[config.mk]
export PLATFORM = sky130hd
export DESIGN_NAME = mul_result_accum
export DESIGN_NICKNAME = d
export VERILOG_FILES = /design/src/rtl/mul_result_accum.sv
export SDC_FILE = /design/constraint.sdc
export NUM_CORES = 2
export LEC_CHECK = 0
export ABC_AREA = 1
export CORE_AREA = 2 2 425 427
export DETAILED_ROUTE_END_ITERATION = 10
export DIE_AREA = 0 0 427 429
export PLACE_DENSITY = 0.38
export SYNTH_ARGS = -nofsm -noshare
export SYNTH_HDL_FRONTEND = slang
export SYNTH_SLANG_ARGS = --single-unit
[constraint.sdc]
create_clock -name clk_i -period 6 [get_ports clk_i]
set_input_delay 0.9 -clock clk_i [delete_from_list [all_inputs] [get_ports clk_i]]
set_output_delay 0.9 -clock clk_i [all_outputs]
set_load 0.02 [all_outputs]
[src/rtl/mul_result_accum.sv]
// mul_result_accum: consumer end of the multiplier array. Delays the
// operand-issue acceptance flag so it lines up with the product lanes, sums
// all lanes of each flagged beat, accumulates a burst of len beats and
// presents the result on a valid/ready port.
module mul_result_accum #(
  parameter int NUM_LANES = 32,
  parameter int PROD_W    = 32,
  parameter int ACC_W     = 48,
  parameter int MUL_LAT   = 3,
  parameter int LEN_W     = 16
) (
  input  logic                        clk_i,
  input  logic                        rst_i,
  input  logic                        start_i,
  input  logic [LEN_W-1:0]            len_i,
  input  logic                        in_valid_i,
  input  logic [NUM_LANES*PROD_W-1:0] mul_p_i,
  output logic                        out_valid_o,
  input  logic                        out_ready_i,
  output logic [ACC_W-1:0]            out_sum_o,
  output logic                        busy_o,
  output logic                        overflow_o,
  output logic                        err_o
);

  // Lane sum carries log2(NUM_LANES) extra bits so it can never wrap.
  localparam int SUM_W = PROD_W + $clog2(NUM_LANES);

  typedef enum logic [1:0] {IDLE, ACCUM, HOLD} state_t;

  state_t                           state, state_nxt;
  logic [LEN_W-1:0]                 len_q, issued_cnt, rcvd_cnt;
  logic [MUL_LAT:1]                 vld_pipe;
  logic [NUM_LANES-1:0][PROD_W-1:0] lanes;
  logic [SUM_W-1:0]                 lane_sum_c, lane_sum;
  logic                             sum_vld;
  logic [ACC_W-1:0]                 acc;
  logic [ACC_W:0]                   acc_add;
  logic                             start_acc, accept, add_en, last_add;

  assign lanes     = mul_p_i;
  assign start_acc = (state == IDLE) && start_i;
  assign accept    = in_valid_i && (state == ACCUM) && (issued_cnt < len_q);
  assign add_en    = sum_vld && (state == ACCUM);
  // rcvd_cnt < len_q whenever add_en is set, so the +1 cannot wrap.
  assign last_add  = add_en && ((rcvd_cnt + LEN_W'(1)) == len_q);
  assign acc_add   = {1'b0, acc} + {1'b0, ACC_W'(lane_sum)};

  assign out_valid_o = (state == HOLD);
  assign busy_o      = (state != IDLE);
  assign out_sum_o   = acc;

  // State register.
  always_ff @(posedge clk_i or posedge rst_i) begin
    if (rst_i) state <= IDLE;
    else       state <= state_nxt;
  end

  // Next-state: leave ACCUM on the same edge the final beat is added, so the
  // result is visible MUL_LAT+2 cycles after the last issue.
  always_comb begin
    state_nxt = state;
    case (state)
      IDLE:    if (start_i) state_nxt = (len_i == '0) ? HOLD : ACCUM;
      ACCUM:   if (last_add) state_nxt = HOLD;
      HOLD:    if (out_ready_i) state_nxt = IDLE;
      default: state_nxt = IDLE;
    endcase
  end

  // Burst length and issue/receive beat counters.
  always_ff @(posedge clk_i or posedge rst_i) begin
    if (rst_i) begin
      len_q      <= '0;
      issued_cnt <= '0;
      rcvd_cnt   <= '0;
    end else if (start_acc) begin
      len_q      <= len_i;
      issued_cnt <= '0;
      rcvd_cnt   <= '0;
    end else begin
      if (accept) issued_cnt <= issued_cnt + LEN_W'(1);
      if (add_en) rcvd_cnt   <= rcvd_cnt + LEN_W'(1);
    end
  end

  // Acceptance delay line; its tail is high in the cycle the products arrive.
  always_ff @(posedge clk_i or posedge rst_i) begin
    if (rst_i) begin
      vld_pipe <= '0;
    end else begin
      vld_pipe[1] <= accept;
      for (int i = 2; i <= MUL_LAT; i++) vld_pipe[i] <= vld_pipe[i-1];
    end
  end

  // Zero-extended sum across all product lanes.
  always_comb begin
    lane_sum_c = '0;
    for (int k = 0; k < NUM_LANES; k++) lane_sum_c = lane_sum_c + SUM_W'(lanes[k]);
  end

  // Lane-sum register, loaded only on flagged beats.
  always_ff @(posedge clk_i or posedge rst_i) begin
    if (rst_i) begin
      lane_sum <= '0;
      sum_vld  <= 1'b0;
    end else begin
      sum_vld <= vld_pipe[MUL_LAT];
      if (vld_pipe[MUL_LAT]) lane_sum <= lane_sum_c;
    end
  end

  // Accumulator: cleared by an accepted start, wraps modulo 2^ACC_W.
  always_ff @(posedge clk_i or posedge rst_i) begin
    if (rst_i)          acc <= '0;
    else if (start_acc) acc <= '0;
    else if (add_en)    acc <= acc_add[ACC_W-1:0];
  end

  // Sticky overflow and protocol-error flags, cleared by an accepted start.
  always_ff @(posedge clk_i or posedge rst_i) begin
    if (rst_i) begin
      overflow_o <= 1'b0;
      err_o      <= 1'b0;
    end else if (start_acc) begin
      overflow_o <= 1'b0;
      err_o      <= 1'b0;
    end else begin
      if (add_en && acc_add[ACC_W]) overflow_o <= 1'b1;
      if (in_valid_i && !accept)    err_o      <= 1'b1;
    end
  end

endmodule

==> impl_results.md <==
- Warnings, synthesis: 0
- Via density per instance: 3.82
- Initial cell density of the core: 20.5%
- DRC violations left: 0
- Simple-gate share of the synthesized area: 11.2%
- Final number of setup-violating endpoints: 33
- Share of synthesized area spent on multiplexers: 0%
- Unique masters post-synth: 52
- Worst EP arrival: 7.01 ns
- Leftover overflow at the end of global routing: 0
- Cell type with the highest aggregate area in the netlist: sky130_fd_sc_hd__fa_1
- Top FF cell, synth: sky130_fd_sc_hd__dfrtp_1
- Antenna violations before repair: 112
- Synth Area in Compound Gates: 5.35%
- Worst-case setup margin in the final layout: -0.673 ns
- Largest clock skew in the final design: 0.0169 ns
- Number of enable-type register cells in the synthesized netlist: 0
- Iteration-0 DRC count of the detailed router: 1014
- Vias in the first global route: 35.0k
- Area of all placed cells without fillers: 54800 sq um
- Unrepaired setup endpoints after global routing: yes
- Slew Limit Fails: 0
- Area occupied by registers: 3530 sq um
- Number of nets still failing antenna checks after routing: 0
- All-Layer GR Usage: 18.4%
- Yosys reg bits: 141
- Run status: complete, but fails checks
- Mean area per synthesized cell: 8.81 sq um
- Fraction of synthesized cell area taken by the top area cell type: 52.4%
- # Max-Cap Violations: 0
- First-pass detailed-route iteration total: 5
- Die width: 427 um
- Dominant combinational cell family by area after synthesis: adder cells
- Area of the placeable core: 178000 sq um
- Std cell rows: 155
- Violations in the final reports: setup timing
- Filler cell count in the final layout: 19.2k
- Fraction of final layout cells with drive strength greater than 1: 24.7%
- Die Y: 429 um
- Most area-consuming cells after synthesis: sky130_fd_sc_hd__fa_1 (52%), sky130_fd_sc_hd__inv_1 (16%), sky130_fd_sc_hd__dfrtp_1 (9.7%)
- Pre-CTS worst setup slack: -1.68 ns
- Final hold violation count: 0
- CTS HTree Levels: 4
- Final period util: 111%
- Launching element type of the critical path: input pin
- Worst-Margin Slew: 0.886 ns
- Xor-xnor portion of the synthesized cell area: 0.824%
- Port Buffer Count: 1096
- Final routed wirelength across all metal layers: 167000 um
- Wirelength per Cell: 21.3 um
- Setup crit end kind: flip-flop
- Synth Area in Adders: 56.4%
- CP Max Fanout: 4
- Setup Crit Path Kind: input pin to flip-flop
- Final estimated routing congestion in global placement: 0.925
- Peak clock frequency supported by timing: 0.150 GHz
- Proportion of register bits with asynchronous set or reset after synthesis: 100%
- Syn Nets: 6252
- Final worst path period need: 6.67 ns
- Clock Latency Late Sink: 0.45 ns
- Area growth from synthesis to layout: 50.3%
- Fraction of the yosys area taken by sequential cells: 9.68%
- Number of placed instances, taps included: 7722
- Placed wire-length estimate after detailed placement: 157000 um
- Clock transition at the registers of the reported paths: 0.07 ns
- Sum Neg Setup Slack: -15.59 ns
- Maximum number of pins on one net before global-route repair: 81
- CTS tree: built
- Post-layout nets: 7557
- Area of the die: 183000 sq um
- Post-synth design cell area: 36500 sq um
- Critical path data required time: 6.34 ns
- Mapped Cells: 4137
- Sink count of the clock tree: 141
- Total number of vias: 30.1k
- Count of non-filler cells in the finished layout: 7866
- Max-slew headroom at the worst pin: 40.9%
- DP Area: 52100 sq um
- Area taken by multi-input logic gates: 29200 sq um
- Count of pins on the block boundary: 1097
- Worst min-delay path class: flip-flop to flip-flop
- Maximum number of buffers from clock root to sink: 2
- First-pass GRT wire length: 241000 um
- Clk root buf: sky130_fd_sc_hd__clkbuf_16
- TritonCTS Buffers: 17
==> routing by layer <==
layer  track usage (%)  wire [um]  share of wire (%)  vias to the layer above
li1                  -          -                  -                    14300
met1              20.2      62800                 38                    14600
met2              34.7      89500                 53                      821
met3              4.15       9480                5.7                      224
met4              5.19       5010                3.0                       72
met5             0.926        673               0.40                        -
==> Yosys cell counts, types with 25 or more instances <==
cell type / number
sky130_fd_sc_hd__dfrtp_1: 141
sky130_fd_sc_hd__o21ai_1: 29
sky130_fd_sc_hd__nand4_1: 27
sky130_fd_sc_hd__o21ai_0: 123
sky130_fd_sc_hd__inv_1: 1556
sky130_fd_sc_hd__nand3_1: 116
sky130_fd_sc_hd__fa_1: 955
sky130_fd_sc_hd__xor2_1: 25
sky130_fd_sc_hd__nor2_2: 26
sky130_fd_sc_hd__ha_1: 115
sky130_fd_sc_hd__a21oi_1: 111
sky130_fd_sc_hd__nand2_1: 490
sky130_fd_sc_hd__nor2_1: 201
==> critical path, cell delays in order <==
cell                              delay, ns
sky130_fd_sc_hd__clkdlybuf4s50_1       0.54
sky130_fd_sc_hd__fa_2                  0.42
sky130_fd_sc_hd__fa_1                  0.52
sky130_fd_sc_hd__inv_2                 0.06
sky130_fd_sc_hd__fa_1                  0.49
sky130_fd_sc_hd__fa_1                  0.53
sky130_fd_sc_hd__inv_2                 0.05
sky130_fd_sc_hd__fa_2                  0.58
sky130_fd_sc_hd__fa_1                  0.45
sky130_fd_sc_hd__fa_1                  0.50
sky130_fd_sc_hd__fa_1                  0.60
sky130_fd_sc_hd__ha_4                  0.25
sky130_fd_sc_hd__buf_4                 0.15
sky130_fd_sc_hd__a21oi_4               0.13
sky130_fd_sc_hd__o21ai_2               0.09
sky130_fd_sc_hd__buf_4                 0.13
sky130_fd_sc_hd__o21bai_4              0.17
sky130_fd_sc_hd__a21oi_2               0.12
sky130_fd_sc_hd__nand2_2               0.07
sky130_fd_sc_hd__xor2_1                0.13
sky130_fd_sc_hd__nand2_1               0.05
sky130_fd_sc_hd__nand2_1               0.06
==> layout make-up <==
type                    count  area share, %
multi-input cells        2392           53.3
repair buffers           1314           22.6
inverters                1576           10.9
flip-flops and latches    141           6.44
well taps                2355           5.38
clock buffers              21          0.840
clock inverters            11          0.329
diodes                     56          0.256
==> path summary, 6_finish.rpt <==
kind / from / end / slack (ns) / cells after the start
worst max-delay path: mul_p_i[380] / lane_sum[32] / -0.67 / 22
worst min-delay path: vld_pipe[2] / vld_pipe[3] / 0.35 / 0
worst max register to register: out_sum_o[0] / out_sum_o[42] / 3.18 / 13
worst min register to register: vld_pipe[2] / vld_pipe[3] / 0.35 / 0
max in group asynchronous: rst_i / out_sum_o[28] / 3.90 / 3
min in group asynchronous: rst_i / rcvd_cnt[15] / 0.96 / 2
==> flip-flops by register name, indices dropped and copies added (netlist names) <==
signal and count:
issued_cnt 16, out_sum_o 48, len_q 16, rcvd_cnt 16, lane_sum 37, sum_vld 1, vld_pipe 3, overflow_o 1
state 2, err_o 1
==> cell usage in the layout, fill, tap and decap left out, types with 17 or more instances in the layout <==
| master | synthesis | routed |
|---|---|---|
| sky130_fd_sc_hd__a21oi_4 | 0 | 24 |
| sky130_fd_sc_hd__nor2_2 | 26 | 38 |
| sky130_fd_sc_hd__diode_2 | 0 | 56 |
| sky130_fd_sc_hd__ha_1 | 115 | 84 |
| sky130_fd_sc_hd__o21ai_0 | 123 | 90 |
| sky130_fd_sc_hd__inv_1 | 1556 | 1121 |
| sky130_fd_sc_hd__buf_4 | 2 | 152 |
| sky130_fd_sc_hd__o21ai_2 | 5 | 17 |
| sky130_fd_sc_hd__nor2_1 | 201 | 158 |
| sky130_fd_sc_hd__nand2_2 | 21 | 46 |
| sky130_fd_sc_hd__xor2_1 | 25 | 23 |
| sky130_fd_sc_hd__dlygate4sd2_1 | 0 | 362 |
| sky130_fd_sc_hd__a31oi_1 | 20 | 19 |
| sky130_fd_sc_hd__clkdlybuf4s15_1 | 0 | 49 |
| sky130_fd_sc_hd__clkbuf_16 | 0 | 17 |
| sky130_fd_sc_hd__buf_6 | 0 | 69 |
| sky130_fd_sc_hd__nand3_1 | 116 | 104 |
| sky130_fd_sc_hd__dlymetal6s2s_1 | 0 | 143 |
| sky130_fd_sc_hd__a21oi_1 | 111 | 79 |
| sky130_fd_sc_hd__inv_2 | 18 | 441 |
| sky130_fd_sc_hd__buf_2 | 6 | 80 |
| sky130_fd_sc_hd__nand2_4 | 0 | 22 |
| sky130_fd_sc_hd__nand2_1 | 490 | 435 |
| sky130_fd_sc_hd__fa_1 | 955 | 743 |
| sky130_fd_sc_hd__ha_4 | 0 | 30 |
| sky130_fd_sc_hd__dfrtp_1 | 141 | 141 |
| sky130_fd_sc_hd__clkdlybuf4s50_1 | 0 | 410 |
| sky130_fd_sc_hd__o21ai_1 | 29 | 38 |
| sky130_fd_sc_hd__clkbuf_2 | 0 | 25 |
| sky130_fd_sc_hd__nand4_1 | 27 | 27 |
| sky130_fd_sc_hd__fa_2 | 0 | 212 |
| sky130_fd_sc_hd__nor2_4 | 5 | 36 |
==> logic make-up (layout without fill, tap and decap cells) <==
| group | count (synthesis) | after routing |
|---|---|---|
| simple gates | 943 | 943 |
| fa+ha+maj | 1070 | 1070 |
| xor+xnor | 31 | 31 |
| other cells | 0 | 56 |
| compound gates | 348 | 348 |
| buf+inv | 1604 | 2922 |
| flops | 141 | 141 |
==> through the flow <==
step | util, % | hold slack, ns
2_1_floorplan | - | 0.331
3_3_place_gp | 29.3 | 0.332
3_5_place_dp | 29.3 | 0.337
4_1_cts | 30.1 | 0.351
5_1_grt | 30.8 | 0.366
6_report | 30.8 | 0.349
==> what timing repair did <==
item	4_1_cts	5_1_grt
pin swaps	676	428
hold buffers	0	0
endpoints found under the setup margin	34	34
gates resized for setup	1550	506
buffers inserted	40	25
Power is not shown: default switching activity piles up to over one toggle a cycle in this logic, so the estimate is an artifact.
